--- src/rtl/frogger_video_pkg.sv ---
// Shared video types for the palette block, compositor and colour mapper.
package frogger_video_pkg;

   localparam int N_COLORS = 19;
   localparam int IDX_W    = 5;
   localparam int CH_W     = 8;
   localparam int LEVEL_W  = 3;

   typedef struct packed {
      logic [CH_W-1:0] r;
      logic [CH_W-1:0] g;
      logic [CH_W-1:0] b;
   } rgb_t;

   typedef enum logic [1:0] {
      FX_NORMAL = 2'd0,
      FX_FLASH  = 2'd1,
      FX_FADE   = 2'd2,
      FX_DARK   = 2'd3
   } fx_state_e;

   // Entry order is [index][channel], channel 0 = red, 1 = green, 2 = blue.
   typedef logic [0:N_COLORS-1][0:2][CH_W-1:0] palette_t;

   // Colour of one channel for the currently displayed effect.
   // Blanked pixels are always black; DARK blacks out the whole frame.
   function automatic logic [CH_W-1:0] fx_channel(
      input fx_state_e          mode,
      input logic               flash_on,
      input logic [LEVEL_W-1:0] level,
      input logic               valid,
      input logic [CH_W-1:0]    base_c,
      input logic [CH_W-1:0]    flash_c
   );
      logic [CH_W-1:0] c;
      c = '0;
      if (valid) begin
         case (mode)
            FX_FLASH:  c = flash_on ? flash_c : base_c;
            FX_FADE:   c = base_c >> level;
            FX_DARK:   c = '0;
            default:   c = base_c;
         endcase
      end
      return c;
   endfunction

   function automatic rgb_t to_rgb(input logic [0:2][CH_W-1:0] ch);
      rgb_t p;
      p.r = ch[0];
      p.g = ch[1];
      p.b = ch[2];
      return p;
   endfunction

endpackage

--- src/rtl/fx_frame_ctrl.sv ---
// Full-screen effect controller: detects frame starts, runs the effect FSM
// and latches a per-frame snapshot so every visible frame is uniform.
module fx_frame_ctrl
   import frogger_video_pkg::*;
#(
   parameter int FLASH_FRAMES  = 8,
   parameter int FLASH_TOGGLES = 6,
   parameter int FADE_FRAMES   = 4
)
(
   input  logic               clk,
   input  logic               srst,
   input  logic               vs_in,
   input  logic               flash_req,
   input  logic               fade_req,
   input  logic               restore_req,
   output logic               fx_busy,
   output fx_state_e          disp_mode,
   output logic               disp_flash_on,
   output logic [LEVEL_W-1:0] disp_level
);

   localparam logic [2:0]         FLASH_LAST  = 3'(FLASH_FRAMES - 1);
   localparam logic [2:0]         TOGGLE_LAST = 3'(FLASH_TOGGLES - 1);
   localparam logic [2:0]         FADE_LAST   = 3'(FADE_FRAMES - 1);
   localparam logic [LEVEL_W-1:0] LEVEL_MAX   = '1;

   fx_state_e          state_reg, state_next;
   logic [2:0]         frame_cnt_reg, frame_cnt_next;
   logic [2:0]         toggle_cnt_reg, toggle_cnt_next;
   logic [LEVEL_W-1:0] level_reg, level_next;
   logic               flash_on_reg, flash_on_next;
   logic               vs_d_reg;
   logic               frame_tick;

   // Falling edge of vsync marks the start of a new frame.
   assign frame_tick = vs_d_reg & ~vs_in;

   // Effect state and counters.
   always_ff @(posedge clk) begin
      if (srst) begin
         state_reg      <= FX_NORMAL;
         frame_cnt_reg  <= '0;
         toggle_cnt_reg <= '0;
         level_reg      <= '0;
         flash_on_reg   <= 1'b0;
         vs_d_reg       <= 1'b1;
      end else begin
         state_reg      <= state_next;
         frame_cnt_reg  <= frame_cnt_next;
         toggle_cnt_reg <= toggle_cnt_next;
         level_reg      <= level_next;
         flash_on_reg   <= flash_on_next;
         vs_d_reg       <= vs_in;
      end
   end

   // Next-state logic; a request wins over a coincident tick, which is then not counted.
   always_comb begin
      state_next      = state_reg;
      frame_cnt_next  = frame_cnt_reg;
      toggle_cnt_next = toggle_cnt_reg;
      level_next      = level_reg;
      flash_on_next   = flash_on_reg;
      if (restore_req) begin
         state_next      = FX_NORMAL;
         frame_cnt_next  = '0;
         toggle_cnt_next = '0;
         level_next      = '0;
         flash_on_next   = 1'b0;
      end else begin
         case (state_reg)
            FX_NORMAL: begin
               if (fade_req) begin
                  state_next     = FX_FADE;
                  frame_cnt_next = '0;
                  level_next     = '0;
               end else if (flash_req) begin
                  state_next      = FX_FLASH;
                  flash_on_next   = 1'b1;
                  toggle_cnt_next = '0;
                  frame_cnt_next  = '0;
               end
            end
            FX_FLASH: begin
               if (fade_req) begin
                  state_next      = FX_FADE;
                  frame_cnt_next  = '0;
                  toggle_cnt_next = '0;
                  level_next      = '0;
                  flash_on_next   = 1'b0;
               end else if (frame_tick) begin
                  if (frame_cnt_reg == FLASH_LAST) begin
                     frame_cnt_next = '0;
                     if (toggle_cnt_reg == TOGGLE_LAST) begin
                        state_next      = FX_NORMAL;
                        toggle_cnt_next = '0;
                        flash_on_next   = 1'b0;
                     end else begin
                        toggle_cnt_next = toggle_cnt_reg + 3'd1;
                        flash_on_next   = ~flash_on_reg;
                     end
                  end else begin
                     frame_cnt_next = frame_cnt_reg + 3'd1;
                  end
               end
            end
            FX_FADE: begin
               if (frame_tick) begin
                  if (frame_cnt_reg == FADE_LAST) begin
                     frame_cnt_next = '0;
                     if (level_reg == LEVEL_MAX) begin
                        state_next = FX_DARK;
                        level_next = '0;
                     end else begin
                        level_next = level_reg + 1'b1;
                     end
                  end else begin
                     frame_cnt_next = frame_cnt_reg + 3'd1;
                  end
               end
            end
            default: begin
               // DARK holds until restore_req.
            end
         endcase
      end
   end

   // Display snapshot, refreshed only at frame start to avoid mid-frame tearing.
   always_ff @(posedge clk) begin
      if (srst) begin
         disp_mode     <= FX_NORMAL;
         disp_flash_on <= 1'b0;
         disp_level    <= '0;
      end else if (frame_tick) begin
         disp_mode     <= state_reg;
         disp_flash_on <= flash_on_reg;
         disp_level    <= level_reg;
      end
   end

   assign fx_busy = (state_reg != FX_NORMAL);

endmodule

--- src/rtl/palette_color_mapper.sv ---
// Final pixel stage: palette lookup plus full-screen effects, two-cycle
// pipeline with sync and blank delayed to stay aligned with the colour.
module palette_color_mapper
   import frogger_video_pkg::*;
#(
   parameter int FLASH_IDX     = 14,
   parameter int FLASH_FRAMES  = 8,
   parameter int FLASH_TOGGLES = 6,
   parameter int FADE_FRAMES   = 4
)
(
   input  logic             Clk,
   input  logic             Reset,
   input  palette_t         palette,
   input  logic [IDX_W-1:0] pix_idx,
   input  logic             pix_valid,
   input  logic             hs_in,
   input  logic             vs_in,
   input  logic             flash_req,
   input  logic             fade_req,
   input  logic             restore_req,
   output logic [CH_W-1:0]  VGA_R,
   output logic [CH_W-1:0]  VGA_G,
   output logic [CH_W-1:0]  VGA_B,
   output logic             VGA_HS,
   output logic             VGA_VS,
   output logic             VGA_BLANK_N,
   output logic             fx_busy,
   output logic             idx_err
);

   logic [IDX_W-1:0]        idx_s1_reg;
   logic                    valid_s1_reg;
   logic                    hs_s1_reg;
   logic                    vs_s1_reg;

   fx_state_e               disp_mode;
   logic                    disp_flash_on;
   logic [LEVEL_W-1:0]      disp_level;

   logic                    idx_legal;
   logic [IDX_W-1:0]        eff_idx;
   logic [0:2][CH_W-1:0]    base_rgb;
   logic [0:2][CH_W-1:0]    flash_rgb;
   logic [CH_W-1:0]         chan_next [0:2];
   logic [0:2][CH_W-1:0]    rgb_reg;
   logic                    hs_reg;
   logic                    vs_reg;
   logic                    blank_n_reg;
   logic                    idx_err_reg;
   rgb_t                    out_rgb;

   // Stage 1: register the incoming pixel and sync.
   always_ff @(posedge Clk) begin
      if (Reset) begin
         idx_s1_reg   <= '0;
         valid_s1_reg <= 1'b0;
         hs_s1_reg    <= 1'b1;
         vs_s1_reg    <= 1'b1;
      end else begin
         idx_s1_reg   <= pix_idx;
         valid_s1_reg <= pix_valid;
         hs_s1_reg    <= hs_in;
         vs_s1_reg    <= vs_in;
      end
   end

   fx_frame_ctrl #(
      .FLASH_FRAMES  (FLASH_FRAMES),
      .FLASH_TOGGLES (FLASH_TOGGLES),
      .FADE_FRAMES   (FADE_FRAMES)
   ) u_fx_ctrl (
      .clk           (Clk),
      .srst          (Reset),
      .vs_in         (vs_in),
      .flash_req     (flash_req),
      .fade_req      (fade_req),
      .restore_req   (restore_req),
      .fx_busy       (fx_busy),
      .disp_mode     (disp_mode),
      .disp_flash_on (disp_flash_on),
      .disp_level    (disp_level)
   );

   // Illegal indices fall back to entry 0.
   assign idx_legal = (idx_s1_reg < IDX_W'(N_COLORS));
   assign eff_idx   = idx_legal ? idx_s1_reg : '0;
   assign base_rgb  = palette[eff_idx];
   assign flash_rgb = palette[FLASH_IDX];

   generate
      for (genvar gi = 0; gi < 3; gi++) begin : g_chan
         assign chan_next[gi] = fx_channel(disp_mode, disp_flash_on, disp_level,
                                           valid_s1_reg, base_rgb[gi], flash_rgb[gi]);
      end
   endgenerate

   // Stage 2: register colour, delayed sync/blank and the sticky index error.
   always_ff @(posedge Clk) begin
      if (Reset) begin
         rgb_reg     <= '0;
         hs_reg      <= 1'b1;
         vs_reg      <= 1'b1;
         blank_n_reg <= 1'b0;
         idx_err_reg <= 1'b0;
      end else begin
         rgb_reg[0]  <= chan_next[0];
         rgb_reg[1]  <= chan_next[1];
         rgb_reg[2]  <= chan_next[2];
         hs_reg      <= hs_s1_reg;
         vs_reg      <= vs_s1_reg;
         blank_n_reg <= valid_s1_reg;
         idx_err_reg <= idx_err_reg | (valid_s1_reg & ~idx_legal);
      end
   end

   assign out_rgb     = to_rgb(rgb_reg);
   assign VGA_R       = out_rgb.r;
   assign VGA_G       = out_rgb.g;
   assign VGA_B       = out_rgb.b;
   assign VGA_HS      = hs_reg;
   assign VGA_VS      = vs_reg;
   assign VGA_BLANK_N = blank_n_reg;
   assign idx_err     = idx_err_reg;

endmodule
--- config.mk ---
export PLATFORM = sky130hd
export DESIGN_NAME = palette_color_mapper
export DESIGN_NICKNAME = d
export VERILOG_FILES = /design/src/rtl/frogger_video_pkg.sv /design/src/rtl/fx_frame_ctrl.sv /design/src/rtl/palette_color_mapper.sv
export SDC_FILE = /design/constraint.sdc
export NUM_CORES = 1
export LEC_CHECK = 0
export BUFFER_PORTS_ARGS = -buffer_cell sky130_fd_sc_hd__buf_4
export CAP_MARGIN = 20
export CORE_AREA = 2 2 193 195
export DETAILED_ROUTE_END_ITERATION = 8
export DIE_AREA = 0 0 195 197
export SLEW_MARGIN = 30
export SYNTH_ARGS = -nofsm -noshare
export SYNTH_HDL_FRONTEND = slang
export SYNTH_SLANG_ARGS = --single-unit
--- constraint.sdc ---
create_clock -name Clk -period 3.4 [get_ports Clk]
set_input_delay 0.51 -clock Clk [delete_from_list [all_inputs] [get_ports Clk]]
set_output_delay 0.51 -clock Clk [all_outputs]
set_load 0.1 [all_outputs]
# Word-level counts from Yosys, hierarchy flattened
# Index checks and enable logic that the tools add are counted.
[classes]
addsub = 3
order_cmp = 2
n_eq_ne = 19
shift = 3
mux = 46
bitwise = 8
reduce_logical = 12
[ops]
columns = ["op", "count"]
rows = [
  ["24-bit binary-select mux with 5-bit select", 1],
  ["8-bit one-hot mux with 3 select lines", 3],
  ["24-bit 2-to-1 mux", 2],
  ["3-bit 2-to-1 mux", 16],
  ["8-bit 2-to-1 mux", 3],
  ["8-bit by 3-bit >> shifter with 8-bit output", 3],
  ["2-bit 2-to-1 mux", 9],
  ["3-bit one-hot mux with 2 select lines", 2],
  ["3-bit by 1-bit adder with 3-bit output (second input constant)", 3],
  ["3-bit equality test (second input constant)", 3],
  ["3-bit by 2-bit inequality test with 1-bit output (second input constant)", 3],
  ["3-bit one-hot mux with 3 select lines", 1],
  ["2-bit by 1-bit inequality test with 1-bit output (second input constant)", 4],
  ["4-bit AND reduction", 2],
  ["8-bit AND reduction", 1],
  ["2-bit equality test (second input constant)", 3],
  ["6-bit >= comparator (second input constant)", 1],
  ["1-bit 2-to-1 mux", 6],
  ["5-bit NOT with 6-bit output", 1],
  ["2-bit one-hot mux with 3 select lines", 1],
  ["2-bit nonzero test", 3],
  ["2-bit OR reduction", 3],
  ["5-bit less-than comparator (second input constant)", 1],
  ["5-bit 2-to-1 mux", 1],
  ["other kinds (11)", 17],
]
[word_totals]
ff_bits = 54
input_bits = 469
out_inout_bits = 29
word_cells = 112

# Logic depth before layout (Yosys ltp)
[logic_depth]
depth_word = 8
mapped_depth = 13
ltp_nobuf = 10

# Cells and area by module
# From an unflattened synthesis, not the netlist that was laid out.
[unflattened]
cells_unflattened = 1074
hier_area_um2 = 7906.3
[by_module_without_submodules]
columns = ["mod", "n_inst", "cells_per_inst", "area_per_inst_um2", "seq_area_each_um2"]
rows = [
  ["palette_color_mapper", 1, 943, 6831.6, 720.7],
  ["fx_frame_ctrl", 1, 131, 1074.8, 380.4],
]

# Least setup slack after synthesis
# Ideal clock, no wire load.
[synth_timing]
path_kind = "reg-to-reg"
from = "register idx_s1_reg[3]"
to = "register rgb_reg (netlist bit VGA_B[2])"
setup_ps = 132
t_arrival_ps = 2597
t_required_ps = 3268
slack_ps = 671
path_stages_with_launch = 12
path_buffers = 4
period_less_slack_ps = 2729
cell_sequence = "dfxtp_1 -> buf_6 -> buf_2 -> buf_1 -> clkbuf_1 -> mux4_2 -> and3_1 -> nor4_1 -> o21ai_0 -> mux2_2 -> a22oi_1 -> o21ai_0"
[synth_via]
elab_chain_len = 8
elab_cells_between_ends = 9
cone_classes = "1 x order compare; 1 x shift; 6 x mux; 1 x bitwise"
[synth_lines]
columns = ["element", "line_no", "text"]
rows = [
  ["start: declaration", "palette_color_mapper.sv:32", "logic [IDX_W-1:0] idx_s1_reg;"],
  ["start signal: assignment", "palette_color_mapper.sv:61", "idx_s1_reg <= pix_idx;"],
  ["5-bit less-than comparator", "palette_color_mapper.sv:86", "assign idx_legal = (idx_s1_reg < IDX_W'(N_COLORS));"],
  ["5-bit 2-to-1 mux *", "palette_color_mapper.sv:87", "assign eff_idx = idx_legal ? idx_s1_reg : '0;"],
  ["5-bit NOT with 6-bit output (not written as such) *", "palette_color_mapper.sv:88", "assign base_rgb = palette[eff_idx];"],
  ["24-bit binary-select mux with 5-bit select *", "palette_color_mapper.sv:88", ""],
  ["24-bit 2-to-1 mux (not written as such) * (2 in a row)", "palette_color_mapper.sv:88", ""],
  ["8-bit by 3-bit >> shifter with 8-bit output / 8-bit 2-to-1 mux (equally long branches)", "frogger_video_pkg.sv:40, frogger_video_pkg.sv:39", ""],
  ["8-bit one-hot mux with 3 select lines *", "frogger_video_pkg.sv:38", "case (mode)"],
  ["end: declaration", "palette_color_mapper.sv:46", "logic [0:2][CH_W-1:0] rgb_reg;"],
]
# Mark *: on every way between the ends. The rest lies on a longest branch, timed or not. The select of a mux whose other input is x is not followed.
# A chain may end at the register's enable or synchronous reset.

# Worst setup path in the final report
[layout_timing]
from = "register idx_s1_reg[3]"
to = "register rgb_reg (netlist bit VGA_G[0])"
# Same word-level chain as after synthesis.

==> results.rst <==
.. list-table::
   :header-rows: 1

   * - Metric
     - Value
   * - Die Span X
     - 195 µm
   * - Fraction of the mapped netlist area in compound gates
     - 37.7%
   * - Transition at the pin with the smallest max-transition slack
     - 0.929 ns
   * - Synthesized-area fraction occupied by xor and xnor cells
     - 0%
   * - Synthesis-stage register bit count
     - 54
   * - Leakage dissipation
     - 0.00540 µW
   * - Via count of the first global-routing pass
     - 11.6k
   * - Detailed-route vias per instance
     - 5.74
   * - Reg2reg path depth
     - 9
   * - Basic-gate share of the synthesized area counting and, or, nand and nor cells
     - 23.5%
   * - Fin crit share
     - 97.2%
   * - Fin. Hold Viols
     - 0
   * - Share of synthesized area occupied by flip-flops and latches
     - 13.8%
   * - Final Net Count
     - 2,055
   * - Cell area after synthesis
     - 7850 µm²
   * - Worst path required time
     - 3.58 ns
   * - Register share of total power
     - 22.5%
   * - Overall die height
     - 197 µm
   * - Initial DRC Count
     - 1,014
   * - Sort of element at the end of the critical path
     - register
   * - Via count
     - 11.8k
   * - Half-perimeter wire length of the detailed placement result
     - 52,000 µm
   * - Max Clock Freq
     - 302 MHz
   * - Number of buffers inserted by post-CTS setup repair
     - 0
   * - # clock sinks
     - 54
   * - Final setup skew
     - 0.0120 ns
   * - Wire length of the first global-routing pass
     - 85,700 µm
   * - Worst Path Max Fanout
     - 12
   * - Aggregate global-route resource usage
     - 30.7%
   * - Average cell area after synthesis
     - 7.16 µm²
   * - Final-report max-slew violation count
     - 0
   * - Count of buffers inserted at the top-level ports
     - 497
   * - Synth Instances
     - 1,097
   * - First-pass iteration count of the detailed router
     - 6
   * - Cell at the root of the clock tree
     - sky130_fd_sc_hd__clkbuf_16
   * - TritonCTS clock tree
     - done
   * - Fill cell total of the finished layout
     - 3,951
   * - Summed negative setup slack over all endpoints
     - 0 ns
   * - Tmin final
     - 3.31 ns
   * - Worst Hold Depth
     - 2
   * - Launching point of the worst reg2reg path
     - idx_s1_reg[3]$_SDFF_PP0_
   * - Cell Chain, Critical Path
     - buf_4 -> or3b_2 -> a2111oi_0 -> buf_4 -> or4_1 -> a21o_1 -> o32ai_1 -> o21ai_0 -> o211ai_1
   * - Internal portion of total power
     - 1760 µW
   * - Number of hold-repair buffers added at the cts stage
     - 0
   * - Floorplan row count
     - 70
   * - Overall die area
     - 38,400 µm²
   * - Count of H-tree levels built during CTS
     - 2
   * - Commonest cells after routing, fill and taps aside
     - 574 x sky130_fd_sc_hd__buf_4, 121 x sky130_fd_sc_hd__nand2_1, 93 x sky130_fd_sc_hd__a21oi_1, 87 x sky130_fd_sc_hd__mux2i_1
   * - Net count after synthesis
     - 1,576
   * - Placeable core area
     - 36,300 µm²
   * - Count of max-cap constraint violations
     - 0
   * - Multiplexer share of the synthesized area
     - 16.1%
   * - Normalized max-slew margin
     - 36.4%
   * - Share of total power in combinational logic
     - 57.4%
   * - Pin count of the biggest net entering global routing
     - 43
   * - Warnings, synthesis
     - 0
   * - Share of flip-flops with an asynchronous set or reset
     - 0%
   * - Number of antenna violations at the first check in global routing
     - 7
   * - Reg clk slew, reported paths
     - 0.09 ns
   * - Clock buffer count from CTS
     - 5
   * - Number of design rule violations left after detail routing
     - 0
   * - Combinational family with the most area after synthesis
     - compound AO/OA/AOI/OAI gates
   * - Number of gates resized after CTS
     - 0
   * - Synthesis-to-layout area growth
     - 60.0%
   * - Number of enable-type register cells in the synthesized netlist
     - 0
   * - Number of distinct library cell variants in the gate-level netlist after synthesis
     - 77
   * - Count of pins on the block boundary
     - 498
   * - Share of layout cells above drive strength 1
     - 42.0%
   * - Peak per-stage delay on the critical path
     - 0.85 ns
   * - Launching instance or port of the critical path
     - idx_s1_reg[3]$_SDFF_PP0_
   * - Final Hold Slack
     - 0.378 ns
   * - Fraction of the mapped netlist area in adder cells
     - 1.59%
   * - Critical Setup Path Class
     - reg2reg
   * - Residual overflow from global routing
     - 0
   * - Power Density
     - 242 nW/µm²
   * - Routed wire per std cell
     - 30.3 µm
   * - Peak VDD IR
     - 196 µV
   * - Main synth FF type
     - sky130_fd_sc_hd__dfxtp_1
   * - Weighted congestion reported at the end of routability-driven placement
     - 0.983
   * - Net Switching
     - 1290 µW
   * - Most used cell along the critical path
     - sky130_fd_sc_hd__buf_4
   * - Total detailed-routing wirelength
     - 62,100 µm
   * - Worst min-delay path class
     - in2reg
   * - Max Root-Sink Buffers
     - 2
   * - Run status
     - finished, final reports clean
   * - Remaining antenna violation count after routing
     - 0
   * - Initial cell density of the core
     - 21.7%
   * - Skew-Pair Late Insertion Delay
     - 0.32 ns
   * - Startpoint types
     - register
   * - Critical path's slowest cell
     - sky130_fd_sc_hd__a2111oi_0
   * - Unrepaired setup endpoints after global routing
     - no
   * - Final setup viols
     - 0
   * - Arrival time of the worst setup path
     - 3.49 ns
   * - Part of the total power dissipated in the clock network
     - 20.1%
   * - Most common cell after layout, fill and taps aside
     - sky130_fd_sc_hd__buf_4
   * - Switching part of the total power
     - 42.3%
   * - Worst hold start
     - hs_in
synthesized netlist by cell type, drive strengths merged (19+ instances only):
master  number  area (µm²)
nand3       34         170
nor2        60         230
a31oi       19         119
a211oi      44         330
a221oi      23         201
mux2        31         349
a21oi       94         474
buf         61         333
nor3        27         135
clkbuf      46         173
dfxtp       54        1080
nor2b       32         200
o21ai       58         290
o22ai       20         125
nand2      123         462
mux2i       87         871
critical path: cells and delay by family, from the launching register on:
kind	cells	cell delay (ns)
buffers and inverters	2	0.45
and+or+nand+nor	2	0.83
AOI/OAI and AO/OA	5	1.45
DFF	1	0.44
power by group through the flow:
stage / sequential, µW / clock, µW / combinational (µW)
final: 686 / 611 / 1750
after detailed placement: 699 / 0 / 1710
after CTS: 685 / 624 / 1720
after global placement: 699 / 0 / 1720
after floorplan: 781 / 0 / 715
after global routing: 690 / 643 / 1830
logic make-up (layout without fill, tap and decap cells):
logic type | Yosys count | count (layout)
other | 0 | 6
multiplexers | 120 | 120
AND/OR/NAND/NOR | 370 | 370
buffers and inverters | 126 | 606
adder cells (fa/ha/maj) | 10 | 10
AO/OA/AOI/OAI | 417 | 417
flip-flops | 54 | 54
path summary, 6_finish.rpt:
kind                                        endpoint  slack, ns
worst max register to register   VGA_G[0]$_SDFF_PP0_       0.09
worst min-delay path            hs_s1_reg$_SDFF_PP1_       0.38
worst min register to register     VGA_HS$_SDFF_PP1_       0.42
worst max-delay path             VGA_G[0]$_SDFF_PP0_       0.09
stage by stage:
| step | total power [µW] | worst slack [ns] | instance area (µm²) | std cells | util, % |
|---|---|---|---|---|---|
| 2_1_floorplan | 1500 | 0.671 | 7850 | 1097 | - |
| 3_3_place_gp | 2420 | 0.232 | 12400 | 2037 | 34.1 |
| 3_5_place_dp | 2410 | 0.237 | 12400 | 2037 | 34.1 |
| 4_1_cts | 3030 | 0.200 | 12500 | 2045 | 34.6 |
| 5_1_grt | 3160 | 0.0714 | 12600 | 2051 | 34.6 |
| 6_report | 3040 | 0.0940 | 12600 | 2051 | 34.6 |
per-layer routing:
| layer | wire (µm) | track usage (%) | vias to the layer above | share of wire (%) |
|---|---|---|---|---|
| li1 | - | - | 5203 | - |
| met1 | 24500 | 38.3 | 5686 | 39 |
| met2 | 30100 | 53.4 | 778 | 49 |
| met3 | 5240 | 5.65 | 109 | 8.4 |
| met4 | 2260 | 10.1 | 0 | 3.6 |
| met5 | 0 | 0 | - | 0 |
area by class of cell:
class                           count  area [µm²]  share of cell area, %
Multi-Input combinational cell    917        6220                   49.5
Timing Repair Buffer              579        4410                   35.1
Sequential cell                    54        1090                   8.66
Tap cell                          468         586                   4.66
Clock buffer                        6         150                   1.20
Inverter                           19        71.3                  0.568
Clock inverter                      2        18.8                  0.149
Antenna cell                        6        15.0                  0.120
Note: power is estimated with default switching activity, not from simulation.
